**src/rtl/mm_slot_allocator.sv**
```systemverilog
// Slot allocator for the matching-memory units: tracks per-slot valid bits,
// grants free slots (fixed priority or round-robin across units) and releases them on match results.
module mm_slot_allocator #(
    parameter int NUM_UNITS = 2,
    parameter int SLOTS     = 16,
    parameter int RR_MODE   = 0,
    parameter int CNT_W     = $clog2(SLOTS + 1),
    localparam int UNIT_W   = (NUM_UNITS > 1) ? $clog2(NUM_UNITS) : 1,
    localparam int SLOT_W   = $clog2(SLOTS),
    localparam int TOT      = NUM_UNITS * SLOTS
) (
    input  logic                       clk,
    input  logic                       rst,
    input  logic                       hold,
    input  logic [NUM_UNITS-1:0]       unit_en,
    input  logic                       alloc_req,
    input  logic                       free_vld,
    input  logic [TOT-1:0]             free_mask,
    output logic                       alloc_gnt,
    output logic [TOT-1:0]             w_en,
    output logic [UNIT_W-1:0]          gnt_unit,
    output logic [SLOT_W-1:0]          gnt_slot,
    output logic [TOT-1:0]             valid,
    output logic [NUM_UNITS*CNT_W-1:0] occ,
    output logic [NUM_UNITS-1:0]       unit_full,
    output logic [NUM_UNITS-1:0]       unit_last_free,
    output logic                       all_full,
    output logic                       err_free_inval
);

    typedef enum logic {
        ST_INIT = 1'b0,
        ST_RUN  = 1'b1
    } state_t;

    state_t                     state_q, state_d;
    logic [TOT-1:0]             valid_q, valid_d;
    logic [NUM_UNITS*CNT_W-1:0] occ_q, occ_d;
    logic [NUM_UNITS-1:0]       full_q, full_d;
    logic                       err_q, err_d;
    logic [UNIT_W-1:0]          ptr_q, ptr_d;

    logic                       run;
    logic [NUM_UNITS-1:0]       has_free;
    logic [NUM_UNITS-1:0]       inval_hit;
    logic [NUM_UNITS*SLOT_W-1:0] low_free;

    logic                       sel_found;
    logic [UNIT_W-1:0]          sel_unit;
    logic [SLOT_W-1:0]          sel_slot;
    logic                       gnt;

    assign run = (state_q == ST_RUN);

    always_comb begin
        state_d = state_q;
        case (state_q)
            ST_INIT: state_d = ST_RUN;
            ST_RUN:  state_d = ST_RUN;
            default: state_d = ST_INIT;
        endcase
    end

    // Unit search: fixed order from unit 0, or rotating from the unit after the last grant.
    always_comb begin
        int cand;
        sel_found = 1'b0;
        sel_unit  = '0;
        sel_slot  = '0;
        cand      = 0;
        for (int i = 0; i < NUM_UNITS; i++) begin
            if (RR_MODE != 0) begin
                cand = int'(ptr_q) + 1 + i;
                if (cand >= NUM_UNITS) begin
                    cand = cand - NUM_UNITS;
                end
            end else begin
                cand = i;
            end
            if (!sel_found && (|(has_free & (NUM_UNITS'(1) << cand)))) begin
                sel_found = 1'b1;
                sel_unit  = UNIT_W'(cand);
                sel_slot  = SLOT_W'(low_free >> (cand * SLOT_W));
            end
        end
    end

    assign gnt      = run & alloc_req & ~hold & ~free_vld & sel_found;
    assign all_full = run & ~(|has_free);
    assign w_en     = gnt ? (TOT'(1) << (int'(sel_unit) * SLOTS + int'(sel_slot))) : '0;
    assign ptr_d    = gnt ? sel_unit : ptr_q;
    assign err_d    = err_q | (run & free_vld & ~hold & (|inval_hit));

    for (genvar gi = 0; gi < NUM_UNITS; gi++) begin : g_unit
        logic [SLOTS-1:0]  v_cur;
        logic [SLOTS-1:0]  f_cur;
        logic [SLOTS-1:0]  w_cur;
        logic [SLOTS-1:0]  v_nxt;
        logic [SLOT_W-1:0] first_free;
        logic [CNT_W-1:0]  cnt_nxt;

        assign v_cur = valid_q[gi*SLOTS +: SLOTS];
        assign f_cur = free_mask[gi*SLOTS +: SLOTS];
        assign w_cur = w_en[gi*SLOTS +: SLOTS];

        assign has_free[gi]  = unit_en[gi] & ~(&v_cur);
        assign inval_hit[gi] = unit_en[gi] & (|(f_cur & ~v_cur));

        always_comb begin
            first_free = '0;
            for (int s = SLOTS - 1; s >= 0; s--) begin
                if (!v_cur[s]) begin
                    first_free = SLOT_W'(s);
                end
            end
        end
        assign low_free[gi*SLOT_W +: SLOT_W] = first_free;

        // A disabled unit is flushed even under hold; w_cur is only non-zero on a real grant.
        always_comb begin
            v_nxt = v_cur;
            if (!unit_en[gi]) begin
                v_nxt = '0;
            end else if (run && !hold) begin
                if (free_vld) begin
                    v_nxt = v_cur & ~f_cur;
                end else begin
                    v_nxt = v_cur | w_cur;
                end
            end
        end

        assign cnt_nxt                        = CNT_W'($countones(v_nxt));
        assign valid_d[gi*SLOTS +: SLOTS]     = v_nxt;
        assign occ_d[gi*CNT_W +: CNT_W]       = cnt_nxt;
        assign full_d[gi]                     = unit_en[gi] & (cnt_nxt == CNT_W'(SLOTS));
        assign unit_last_free[gi]             = run & free_vld & ~hold &
                                                (occ_q[gi*CNT_W +: CNT_W] == CNT_W'(1));
    end

    always_ff @(posedge clk or posedge rst) begin
        if (rst) begin
            state_q <= ST_INIT;
            valid_q <= '0;
            occ_q   <= '0;
            full_q  <= '0;
            err_q   <= 1'b0;
            ptr_q   <= '0;
        end else begin
            state_q <= state_d;
            valid_q <= valid_d;
            occ_q   <= occ_d;
            full_q  <= full_d;
            err_q   <= err_d;
            ptr_q   <= ptr_d;
        end
    end

    assign alloc_gnt      = gnt;
    assign gnt_unit       = gnt ? sel_unit : '0;
    assign gnt_slot       = gnt ? sel_slot : '0;
    assign valid          = valid_q;
    assign occ            = occ_q;
    assign unit_full      = full_q;
    assign err_free_inval = err_q;

endmodule

```
**config.mk**
```make
export PLATFORM = sky130hd
export DESIGN_NAME = mm_slot_allocator
export DESIGN_NICKNAME = d
export VERILOG_FILES = /design/src/rtl/mm_slot_allocator.sv
export SDC_FILE = /design/constraint.sdc
export NUM_CORES = 1
export LEC_CHECK = 0
export BUFFER_PORTS_ARGS = -buffer_cell sky130_fd_sc_hd__buf_2
export CAP_MARGIN = 20
export CORE_ASPECT_RATIO = 0.8
export CORE_UTILIZATION = 50
export DETAILED_ROUTE_END_ITERATION = 8
export GPL_TIMING_DRIVEN = 0
export PLACE_DENSITY = 0.79
export SLEW_MARGIN = 10
export SYNTH_ARGS = -nofsm -noshare
export SYNTH_HDL_FRONTEND = slang
export SYNTH_SLANG_ARGS = --single-unit
```
**constraint.sdc**
```tcl
create_clock -name clk -period 6.7 [get_ports clk]
set_input_delay 0.335 -clock clk [delete_from_list [all_inputs] [get_ports clk]]
set_output_delay 0.335 -clock clk [all_outputs]
set_load 0.01 [all_outputs]
```
### After elaboration in Yosys (flattened, before gate mapping)

Index checks and enable logic that the tools add are counted.

* shift operators: 1
* reduce and logical (&&, ||, !) cells: 10
* multiplexer cells: 46
* bitwise operators: 32
* equal/unequal tests: 4
* add/sub/neg operators: 31

Operator list (count)
* two-way mux 4 bit: 35
* two-way mux 16 bit: 6
* AND 16 bit: 4
* inverter 16 bit: 4
* adder 1 x 1 -> 2 bit: 16
* two-way mux 32 bit: 1
* bitwise OR 16 bit: 2
* AND reduction 16 bit: 2
* OR reduction 16 bit: 2
* left shift 1 x 6 -> 32 bit (first input constant): 1
* adder 2 x 2 -> 3 bit: 8
* adder 3 x 3 -> 4 bit: 4
* AND 1 bit: 16
* adder 4 x 4 -> 5 bit: 2
* equality test 5 x 1 -> 1 bit (second input constant): 2
* equality test 5 bit (second input constant): 2
* adder 5 x 4 -> 6 bit: 1
* inverter 1 bit: 5
* two-way mux 1 bit: 4
* OR reduction 2 bit: 2
* logical AND 1 bit: 2
* logical NOT 1 bit: 2
* bitwise OR 1 bit: 1

* output and inout bits: 86
* word-level logic and storage cells: 129
* register bits: 46
* input port bits: 39

### Logic depth before layout (Yosys ltp)

Gate-level depths: netlist of the first run.

* depth after elaboration: 31
* gate-level depth with buffers: 21
* gate-level depth less buffers: 19

### Worst setup path after synthesis of the first run

Ideal clock, no wire load.

* path kind: flip-flop to flip-flop
* start point: reg valid_q[5], in the netlist valid[5]
* end point: reg full_q[0], in the netlist unit_full[0]
* library setup time: 0.125 ns
* slack: 1.350 ns
* required time: 6.575 ns
* arrival: 5.224 ns
* period minus slack after synthesis: 5.350 ns
* buffers on the path: 2
* cell stages (with the launch flop): 21
* cell sequence: dfrtp_1 nand4_1 o41ai_4 a211o_1 a21boi_2 nand2b_4 buf_6 buf_6 o31ai_4 fa_1 inv_1 fa_1 fa_1 fa_1 inv_1 ha_1 inv_1 fa_1 nor2b_1 o21ai_0 a2111oi_0

* cells in the longest elaborated chain, start to end: 21
* elaborated cells on any way between the ends: 42
* classes of those cells: add/sub (16); eq/ne (1); shift (1); mux (15); bitwise (6); reduce/logical (3)

RTL lines
* from (decl): line 37 `logic [TOT-1:0] valid_q, valid_d;`
* from (signal assigned): line 151 `valid_q <= valid_d;`
* two-way mux 4 bit (6 in series): line 112 `if (!v_cur[s]) begin`
* two-way mux 4 bit (2 in series): line 80 `if (!sel_found && (|(has_free & (NUM_UNITS'(1) << cand)))) begin`
* adder 5 x 4 -> 6 bit: line 90 `assign w_en = gnt ? (TOT'(1) << (int'(sel_unit) * SLOTS + int'(sel_slot))) : '0;`
* left shift 1 x 6 -> 32 bit: line 90
* two-way mux 32 bit: line 90
* bitwise OR 16 bit: line 128 `v_nxt = v_cur | w_cur;`
* two-way mux 16 bit: line 125 `if (free_vld) begin`
* two-way mux 16 bit *: line 124 `end else if (run && !hold) begin`
* two-way mux 16 bit *: line 122 `if (!unit_en[gi]) begin`
* via g_unit[0].v_nxt[5]: line 98 `logic [SLOTS-1:0] v_nxt;`
* adder 1 x 1 -> 2 bit (not written as such) *: line 133 `assign cnt_nxt = CNT_W'($countones(v_nxt));`
* adder 2 x 2 -> 3 bit (not written as such) *: line 133
* adder 3 x 3 -> 4 bit (not written as such) *: line 133
* adder 4 x 4 -> 5 bit (not written as such) *: line 133
* equality test 5 bit *: line 136 `assign full_d[gi] = unit_en[gi] & (cnt_nxt == CNT_W'(SLOTS));`
* AND 1 bit *: line 136
* via full_d[0]: line 39 `logic [NUM_UNITS-1:0] full_q, full_d;`
* to (signal assigned): line 153 `full_q <= full_d;`
* to (decl): line 39

Mark *: on every way through the listed nets, which the timed path passes. The rest lies on a longest branch.

### Worst setup path in the final report of the first run

* start point: reg valid_q[4], in the netlist valid[4]
* end point: reg full_q[0], in the netlist unit_full[0]

* cells in the longest elaborated chain, start to end: 20
* elaborated cells on any way between the ends: 41
* classes of those cells: add/sub (16); eq/ne (1); shift (1); mux (14); bitwise (6); reduce/logical (3)

RTL lines (line)
* two-way mux 4 bit or AND reduction 16 bit (tied branches): 112, 106
* two-way mux 4 bit or inverter 1 bit (tied branches): 112, 106
* two-way mux 4 bit or AND 1 bit (tied branches): 112, 106
* two-way mux 4 bit or two-way mux 1 bit (tied branches): 112, 80
* two-way mux 4 bit or logical NOT 1 bit (tied branches): 112, 80
* two-way mux 4 bit or logical AND 1 bit (tied branches): 80
* two-way mux 4 bit or two-way mux 1 bit (tied branches): 80
* adder 5 x 4 -> 6 bit: 90
* (+6 left out)
* via g_unit[0].v_nxt[5]: 98
* adder 1 x 1 -> 2 bit (not written as such) *: 133
* adder 2 x 2 -> 3 bit (not written as such) *: 133
* adder 3 x 3 -> 4 bit (not written as such) *: 133
* adder 4 x 4 -> 5 bit (not written as such) *: 133
* equality test 5 bit *: 136
* AND 1 bit *: 136
* via full_d[0]: 39

Marks and branches as above.

==> results of run 1 <==
routing by layer:
metal,part of all wire [%],global-route usage (%)
met2,46,50.8
met5,0,0
met4,1.7,11.9
met3,11,6.53
met1,41,44.0
layout by cell type, fill, tap and decap left out, types with 6 or more instances in the layout:
| cell | synthesis | layout |
|---|---|---|
| o31ai_1 | 24 | 24 |
| nor2b_1 | 7 | 7 |
| a21oi_1 | 14 | 14 |
| nand3_1 | 18 | 18 |
| buf_2 | 7 | 131 |
| a221oi_1 | 7 | 7 |
| fa_1 | 20 | 20 |
| o211ai_1 | 13 | 13 |
| nand2_1 | 36 | 36 |
| nor3_1 | 20 | 20 |
| o31a_1 | 11 | 11 |
| o21ai_0 | 10 | 10 |
| dfrtp_1 | 46 | 46 |
| ha_1 | 10 | 10 |
| nor3_2 | 7 | 7 |
| o22ai_1 | 6 | 6 |
| inv_1 | 53 | 52 |
| nor2_1 | 17 | 17 |
| nand4_1 | 9 | 9 |
| clkbuf_1 | 9 | 10 |
power breakdown:
| part | total (mW) | internal [mW] | switching [mW] |
|---|---|---|---|
| sequential | 0.280 | 0.278 | 0.00138 |
| combinational | 0.0567 | 0.0201 | 0.0366 |
| clock | 0.214 | 0.111 | 0.103 |
sequential cells by signal (all words and copies together), names as in the netlist:
register / flops
run: 1
err_free_inval: 1
unit_full: 2
occ: 10
valid: 32
worst paths after layout:
kind / slack [ps] / depth (start not counted) / startpoint / endpoint
worst min register to register: 490 / 1 / err_free_inval / err_free_inval
worst max register to register: 610 / 20 / valid[4] / unit_full[0]
max in group asynchronous: 5760 / 4 / rst / valid[21]
worst min-delay path: 350 / 4 / free_mask[31] / valid[31]
min in group asynchronous: 470 / 3 / rst / occ[7]
worst max-delay path: 610 / 20 / valid[4] / unit_full[0]
logic make-up (layout without fill, tap and decap cells):
group                      count (synthesis)  count (layout)  synth area share, %
AOI/OAI and AO/OA                        127             127                 26.1
DFF                                       46              46                 29.9
other                                      1               1               0.0975
adders and majority gates                 30              30                 13.7
buffers and inverters                     75             209                 8.33
xor gates and xnor gates                   4               4                0.911
and+or+nand+nor                          143             143                 21.0
stage by stage:
step                util [%]  hold WS (ps)
floorplan                  -           513
global placement        61.9           461
detailed placement      62.2           260
CTS                     63.8           350
global route            63.8           390
finish                  63.8           348
worst max-delay path, cell delays in order, from the launching register on:
cell	delay [ps]
dfrtp_1	540
nand4_1	250
o41ai_4	550
a211o_1	270
a21boi_2	270
nand2b_4	170
buf_6	140
buf_6	180
o31ai_4	90
fa_1	560
inv_1	60
fa_1	510
fa_1	540
fa_1	420
inv_1	70
ha_1	160
inv_1	60
fa_1	410
nor2b_1	180
o21ai_0	130
a2111oi_0	420
synth_stat cells, types with 2 or more instances:
library cell and n:
o31a_1 11, a2111oi_0 2, a211oi_1 2, inv_1 53
a221oi_1 7, nand2_1 36, buf_6 3, o31ai_4 2
buf_4 2, buf_2 7, a21oi_1 14, clkbuf_1 9
o21ai_0 10, nand3b_1 2, and4_1 4, o21ai_1 5
a22o_1 2, fa_1 20, a22oi_1 2, ha_1 10
nor4_1 3, dfrtp_1 46, xnor2_1 3, o21a_1 4
nand3_1 18, a31oi_1 3, nor2b_1 7, nand4_1 9
and3_1 3, o211ai_1 13, a21o_1 5, nor3_1 20
o31ai_1 24, nor2_1 17, nor3_2 7, nand2b_1 3
o22ai_1 6
final cells by class:
cell class | instances | area [sq um] | share of cell area, %
Buffer | 22 | 121 | 2.56
Clock buffer | 6 | 72.6 | 1.53
Clock inverter | 2 | 37.5 | 0.792
Inverter | 53 | 199 | 4.20
Multi-Input combinational cell | 305 | 2370 | 50.1
Sequential cell | 46 | 1150 | 24.3
Tap cell | 105 | 131 | 2.77
Timing Repair Buffer | 126 | 651 | 13.7
what timing repair did:
action / 4_1_cts / 5_1_grt
endpoints found under the hold margin: 8 / 0
endpoints found under the setup margin: 0 / 0
hold buffers: 1 / 0
==> qor.yml, run 1 <==
cts_resized: 0
cap_violations: 0
dieHeight_um: 80.4
max_freq_mhz: 164
relSlewSlack_pct: 60.8
cp-end-kind: "flop"
place_ws_ps: 635
final-hold-violation-count: 0
clk_pin_slew_ps: 90
start_kind: "flop"
rows: 28
placedCellCount: 656
finalInstanceArea_sq_um: 4740
yosysTopAreaCell: "dfrtp_1"
instances_no_fill: 665
synthDistinctLibCells: 69
drc: 0
synth-edff-count: 0
syn-num-nets: 495
holdCritPathClass: "in -> reg"
routed_via_density: 6.05
syn2layout_area_growth_pct: 23.2
critical_path_class: "reg -> reg"
cts_tree: "built"
drt_wl_total_um: 12500
status: "completed"
numCtsBuffers: 5
pin_count: 125
routabilityCongestion: 0.911
required_ps: 6880
synth_top_area_share_pct: 29.9
crit_fanout: 10
period_share_pct: 90.9
setup_ws_ps: 608
postSynthAreaPerCell_sq_um: 9.03
synth.area.top_cells: "dfrtp_1, fa_1, inv_1, o31ai_1, nand2_1"
yosys_warnings: 0
ys.flop_type: "dfrtp_1"
grt_max_degree: 39
first_pass_iters: 5
setup_tns_ps: 0
postCtsSetupBuffers: 0
insertion_delay_ps: 310
start_util_pct: 51.8
skew_ps: 7.10
rsz0062_at_grt: "false"
cts_root_buf: "clkbuf_8"
ys_seq_area_share_pct: 29.9
synthCells: 426
nets: 628
fin_crit_ps: 6090
drt-wirelength-per-cell_um: 18.8
dieArea_sq_um: 8050
h-tree-depth: 2
setup_viol: 0
grt_pass1_wl_um: 19600
async_flop_share_pct: 100
dp_hpwl_um: 9790
coreArea_sq_um: 7430
synth_area_sq_um: 3840
grtUsageTotal_pct: 32.2
antenna_cells: 0
gr-total-overflow: 0
num-fill-cells: 669
detail-route-antenna-nets: 0
ir_drop_v: 0.0000690
p_leak_nw: 2.32
drive_gt1_share_pct: 30.5
drtIter0Drc: 398
clock_path_buffers: 2
grt_pass1_vias: 3864
synth-seq-cells: 46
antenna_found_initial: 0
total_power_uw: 551
place_area_sq_um: 4620
vias: 4021
die_w_um: 100
cts_num_sinks: 46
slew_viol_final: 0
portBuffers: 124
cp.arrival_ps: 6270
powerDensity_nw_per_um2: 116
worstMarginPinSlew_ps: 587
Note: power is estimated with default switching activity, not from simulation.
==> inputs of run 2 (changes only) <==
ABC_AREA = 1   (was unset)
CAP_MARGIN = 5   (was 20)
==> run 2 against run 1 <==
Synthesized cell count grew 26%. Sequential share of layout area shrank 0.48 points. Critical path depth grew 2. Worst setup slack gained 55 ps. Flip-flop and latch count is the same. Clock skew shrank 0.78 ps. Cell count grew 16%. Clock power shrank 13%. Register-to-register slack gained 60 ps. Non-clock buffer count shrank 13. Largest power group unchanged.
==> qor.yml, run 2 <==
synth_top_area_share_pct: 29.0  # -0.89 points
status: "completed"
syn2layout_area_growth_pct: 21.9
crit_fanout: 10  # unchanged
h-tree-depth: 2  # unchanged
num-fill-cells: 649  # -3.0%
postCtsSetupBuffers: 0  # unchanged
synth-edff-count: 0  # unchanged
grtUsageTotal_pct: 29.5  # -2.7 points
routed_via_density: 5.47  # -9.6%
synthDistinctLibCells: 45  # -35%
start_kind: "flop"
ys.flop_type: "dfrtp_1"
antenna_found_initial: 0  # unchanged
async_flop_share_pct: 100  # unchanged
rr_worst_depth: 22  # +10%
postSynthAreaPerCell_sq_um: 7.39  # -18%
place_ws_ps: 680  # +44.8 ps
slew_viol_final: 0  # unchanged
routabilityCongestion: 0.902  # -0.92%
crit_chain: "inv_1 -> nor2_1 -> nand3_1 -> nor2_2 -> inv_1 -> buf_2 -> nor2_1 -> nor2_1 -> nor2_1 -> fa_1 -> fa_1 -> inv_1 -> fa_1 -> fa_1 -> inv_1 -> ha_1 -> inv_1 -> fa_1 -> or2_2 -> a21oi_1 -> nand3_1 -> nor2_1"
dieArea_sq_um: 8290  # +3.0%
ys_seq_area_share_pct: 29.0  # -0.89 points
gr-total-overflow: 0  # unchanged
coreArea_sq_um: 7530  # +1.4%
rows: 28  # unchanged
r2r-start: "run"
finalInstanceArea_sq_um: 4830  # +2.0%
vias: 4226  # +5.1%
seqPwrFrac_pct: 48.6  # -2.2 points
layout_common_cells: "buf_2, nand2_1, inv_1"
cts_tree: "built"
powerDensity_nw_per_um2: 125  # +7.7%
grt_max_degree: 25  # -36%
cts_resized: 0  # unchanged
use_met2_pct: 43.5  # -7.2 points
holdCritPathClass: "in -> async"
drive_gt1_share_pct: 28.4  # -2.1 points
fin_crit_ps: 6040  # -55.3 ps
numCtsBuffers: 5  # unchanged
final-hold-violation-count: 0  # unchanged
period_share_pct: 90.1  # -0.82 points
yosysTopAreaCell: "dfrtp_1"
dp_hpwl_um: 9810  # +0.19%
setup_viol: 0  # unchanged
clk_pin_slew_ps: 100  # about the same
yosys_warnings: 0  # unchanged
top_usage_layer: "met1"
grt_util_met3_pct: 4.94  # -1.6 points
cts_root_buf: "clkbuf_8"
worstMarginPinSlew_ps: 800  # +212 ps
syn-num-nets: 605  # +22%
portBuffers: 123  # -0.81%
rsz0062_at_grt: "false"
grt_pass1_wl_um: 18400  # -6.3%
cap_violations: 0  # unchanged
hold_buffers: 0  # -1
p_leak_nw: 2.51  # +8.0%
start_util_pct: 52.6  # +0.84 points
total_power_uw: 605  # +9.9%
drt-wirelength-per-cell_um: 15.6  # -17%
dieHeight_um: 81.6  # +1.5%
cp.depth: 22  # +10%
place_area_sq_um: 4740  # +2.6%
setup_tns_ps: 0  # unchanged
largest_reg_flops: 32  # unchanged
instances_no_fill: 773  # +16%
max_stage_delay_ps: 600  # +40 ps
pin_count: 125  # unchanged
synth-seq-cells: 46  # unchanged
slowest_stage: "nor2_1"
relSlewSlack_pct: 46.5  # -14 points
r2r_slack_ps: 660  # +60 ps
p_comb_share_pct: 20.6  # +10 points
insertion_delay_ps: 300  # about the same
setup_ws_ps: 664  # +55.3 ps
ir_drop_v: 0.0000954  # +38%
switching_share_pct: 30.8  # +5.2 points
synthCells: 536  # +26%
crit_family: "adder cells"
clock_path_buffers: 2  # unchanged
cp-end-kind: "flop"
drt_wl_total_um: 12000  # -3.6%
nets: 736  # +17%
drtIter0Drc: 422  # +6.0%
required_ps: 6940  # +60 ps
antenna_cells: 0  # unchanged
met1_usage_pct: 44.9  # +0.85 points
grt_pass1_vias: 3680  # -4.8%
detail-route-antenna-nets: 0  # unchanged
power_frac_clock_pct: 30.9  # -8.0 points
placedCellCount: 765  # +17%
drc: 0  # unchanged
skew_ps: 6.32  # -0.781 ps
synth_common_cells: "nand2_1, inv_1, nor2_1"
p_int_uw: 419  # +2.1%
path_buf_inv: 6  # +1
power.switching_uw: 187  # +32%
synth_area_sq_um: 3960  # +3.1%
cp.arrival_ps: 6280  # about the same
max_freq_mhz: 166  # +0.92%
r2r-end: "unit_full[0]"
first_pass_iters: 7  # +2
layout_commonest_cell: "buf_2"
yosysMostFrequentCell: "nand2_1"
die_w_um: 102  # +1.5%
synth.area.top_cells: "dfrtp_1, nand2_1, fa_1, inv_1, nor2_1"
critical_path_class: "reg -> reg"
cts_num_sinks: 46  # unchanged
-- run 2: cell type report --
type	instances	area (sq um)	area share, %
inverters	96	367	7.59
well taps	105	131	2.72
clock inverters	2	12.5	0.259
clock buffers	6	82.6	1.71
plain buffers	11	62.6	1.29
flip-flops and latches	46	1150	23.8
multi-input cells	383	2380	49.3
repair buffers	124	643	13.3
-- run 2: worst register-to-register path: stages, from the launching register on --
cell and delay (ps):
dfrtp_1 330, inv_1 50, nor2_1 600, nand3_1 360, nor2_2 420, inv_1 160, buf_2 230, nor2_1 200
nor2_1 60, nor2_1 190, fa_1 450, fa_1 500, inv_1 60, fa_1 570, fa_1 420, inv_1 80
ha_1 160, inv_1 50, fa_1 380, or2_2 320, a21oi_1 180, nand3_1 100, nor2_1 100
-- run 2: cells by family (layout without fill, tap and decap cells) --
group,count (synthesis),in the layout,share of synthesized area [%]
AND/OR/NAND/NOR,266,266,33.8
buffers and inverters,107,239,10.8
AO/OA/AOI/OAI,83,83,12.3
flip-flops,46,46,29.0
adder cells (fa/ha/maj),30,30,13.3
XOR/XNOR,3,3,0.663
other,1,1,0.0946
-- run 2: how the worst max path moves through the flow --
stage / startpoint / endpoint
after floorplan: valid[1] / unit_full[0]
after CTS: run / unit_full[0]
after global placement: hold / unit_full[0]
after detailed placement: hold / unit_full[0]
after global routing: run / unit_full[0]
final: run / unit_full[0]
-- run 2: per-layer routing --
layer	up-vias	wire length, um
li1	1987	-
met1	1962	5280
met2	261	5200
met3	16	1400
met4	0	172
met5	-	0
-- run 2: per-stage QoR --
| stage | hold WS, ps | utilization, % |
|---|---|---|
| 2_1_floorplan | 512 | - |
| 3_3_place_gp | 473 | 62.5 |
| 3_5_place_dp | 427 | 62.9 |
| 4_1_cts | 102 | 64.2 |
| 5_1_grt | 123 | 64.2 |
| 6_report | 81.1 | 64.2 |
-- run 2: power by group through the flow --
stage | clock (mW) | combinational, mW | sequential (mW)
after floorplan | 0 | 0.0688 | 0.304
after global routing | 0.199 | 0.139 | 0.296
final | 0.187 | 0.124 | 0.294
after detailed placement | 0 | 0.122 | 0.300
after global placement | 0 | 0.119 | 0.299
after CTS | 0.188 | 0.124 | 0.294
==> inputs of run 3 (changes only) <==
CORE_MARGIN = 10   (was unset)
GPL_TIMING_DRIVEN = 1   (was 0)
==> run 3 against run 2 <==
Global-route usage down 7.5 points. Clock-buffer cell count up 2. Clock power up 9.6%. Utilization down 0.73 points. Die area up 44%. Sequential share of layout area up 0.16 points. Cell area down 0.67%. Via count up 0.38%. Critical path type unchanged. Largest cell class unchanged. Highest routed layer unchanged.
==> qor.yml, run 3 (synthesis results as in run 2) <==
setup_viol: 0  # unchanged
grtUsageTotal_pct: 22.0  # -7.5 points
routabilityCongestion: 0.976  # +8.2%
crit_fanout: 15  # +5
cap_violations: 0  # unchanged
fin_util_pct: 63.4  # -0.73 points
coreArea_sq_um: 7570  # +0.47%
period_share_pct: 90.9  # +0.82 points
powerDensity_nw_per_um2: 130  # +3.9%
numCtsBuffers: 5  # unchanged
die_w_um: 120  # +18%
max_freq_mhz: 164  # -0.90%
dp_hpwl_um: 11000  # +12%
cp-end-kind: "flop"
rows: 28  # unchanged
holdCritPathClass: "in -> async"
hold_buffers: 0  # unchanged
antenna_cells: 0  # unchanged
slowest_stage: "fa_1"
grt_pass1_vias: 4251  # +16%
slew_viol_final: 0  # unchanged
cts_resized: 0  # unchanged
rr_worst_depth: 28  # +27%
vias: 4242  # +0.38%
max_stage_delay_ps: 560  # -40 ps
cts_tree: "built"
detail-route-antenna-nets: 0  # unchanged
setup_tns_ps: 0  # unchanged
r2r-start: "valid[1]"
insertion_delay_ps: 310  # about the same
cts_root_buf: "clkbuf_8"
num-fill-cells: 690  # +6.3%
r2r-end: "unit_full[0]"
p_leak_nw: 2.50  # -0.20%
start_kind: "flop"
required_ps: 6940  # about the same
start_util_pct: 52.4  # -0.24 points
grt_max_degree: 47  # +88%
total_power_uw: 625  # +3.2%
drt-wirelength-per-cell_um: 17.5  # +12%
drtIter0Drc: 507  # +20%
layout_commonest_cell: "buf_2"
drt_wl_total_um: 13400  # +12%
ir_drop_v: 0.0000761  # -20%
skew_ps: 6.34  # +0.0155 ps
drc: 0  # unchanged
gr-total-overflow: 0  # unchanged
worstMarginPinSlew_ps: 623  # -176 ps
fin_crit_ps: 6090  # +54.9 ps
drive_gt1_share_pct: 28.5  # +0.11 points
h-tree-depth: 2  # unchanged
finalInstanceArea_sq_um: 4800  # -0.67%
syn2layout_area_growth_pct: 21.1
dieArea_sq_um: 11900  # +44%
routed_via_density: 5.53  # +1.2%
nets: 730  # -0.82%
portBuffers: 124  # +0.81%
dieHeight_um: 99.6  # +22%
relSlewSlack_pct: 58.4  # +12 points
critical_path_class: "reg -> reg"
pin_count: 125  # unchanged
place_area_sq_um: 4690  # -1.0%
layout_common_cells: "buf_2, nand2_1, inv_1"
antenna_found_initial: 0  # unchanged
grt_pass1_wl_um: 21700  # +18%
first_pass_iters: 5  # -2
cp.arrival_ps: 6330  # +50 ps
final-hold-violation-count: 0  # unchanged
clk_pin_slew_ps: 80  # -20 ps
clock_path_buffers: 2  # unchanged
r2r_slack_ps: 610  # -50 ps
cts_num_sinks: 46  # unchanged
rsz0062_at_grt: "false"
status: "completed"
largest_reg_flops: 32  # unchanged
postCtsSetupBuffers: 0  # unchanged
-- run 3: cell types whose count changed in the layout (fill, tap and decap cells not counted), sizes merged --
cell      previous run  this run
clkinvlp             1         0
buf                130       129
inv                 94        93
clkbuf              11         8
-- run 3: layout make-up --
| type | count | area (sq um) | area share (%) |
|---|---|---|---|
| Inverter | 96 | 367 | 7.64 |
| Tap cell | 105 | 131 | 2.74 |
| Sequential cell | 46 | 1150 | 24.0 |
| Timing Repair Buffer | 129 | 658 | 13.7 |
| Clock buffer | 8 | 110 | 2.29 |
| Multi-Input combinational cell | 383 | 2380 | 49.6 |
-- run 3: routing by layer --
layer	wire length (um)	vias up	share of wire, %	global-route usage [%]
li1	-	1975	-	-
met4	249	0	1.9	6.02
met3	1490	28	11	5.76
met2	5870	261	44	33.8
met1	5840	1978	43	29.9
met5	0	-	0	0
-- run 3: worst max path at each step --
stage | from | cells after the start | to
detailed placement | valid[1] | 27 | unit_full[1]
floorplan | valid[1] | 28 | unit_full[0]
CTS | valid[1] | 28 | unit_full[0]
finish | valid[1] | 28 | unit_full[0]
global placement | valid[1] | 28 | unit_full[0]
global route | valid[1] | 28 | unit_full[0]
-- run 3: where the power goes --
part	switching [mW]	internal [mW]
clock network	0.101	0.104
registers	0.00797	0.287
logic	0.0768	0.0480
total	0.185	0.440
-- run 3: worst max-delay path, delay by kind of cell, from the launching register on --
family,cells,cell delay [ps]
adders and majority gates,6,2490
AOI/OAI and AO/OA,2,430
and+or+nand+nor,13,1820
DFF,1,470
buffers and inverters,7,790
-- run 3: per-stage QoR --
| step | std cells | hold WS, ps | setup slack, ps |
|---|---|---|---|
| 5_1_grt | 767 | 217 | 198 |
| 6_report | 767 | 173 | 609 |
| 3_5_place_dp | 759 | 472 | 784 |
| 3_3_place_gp | 759 | 455 | 962 |
| 2_1_floorplan | 536 | 512 | 1410 |
| 4_1_cts | 767 | 203 | 709 |
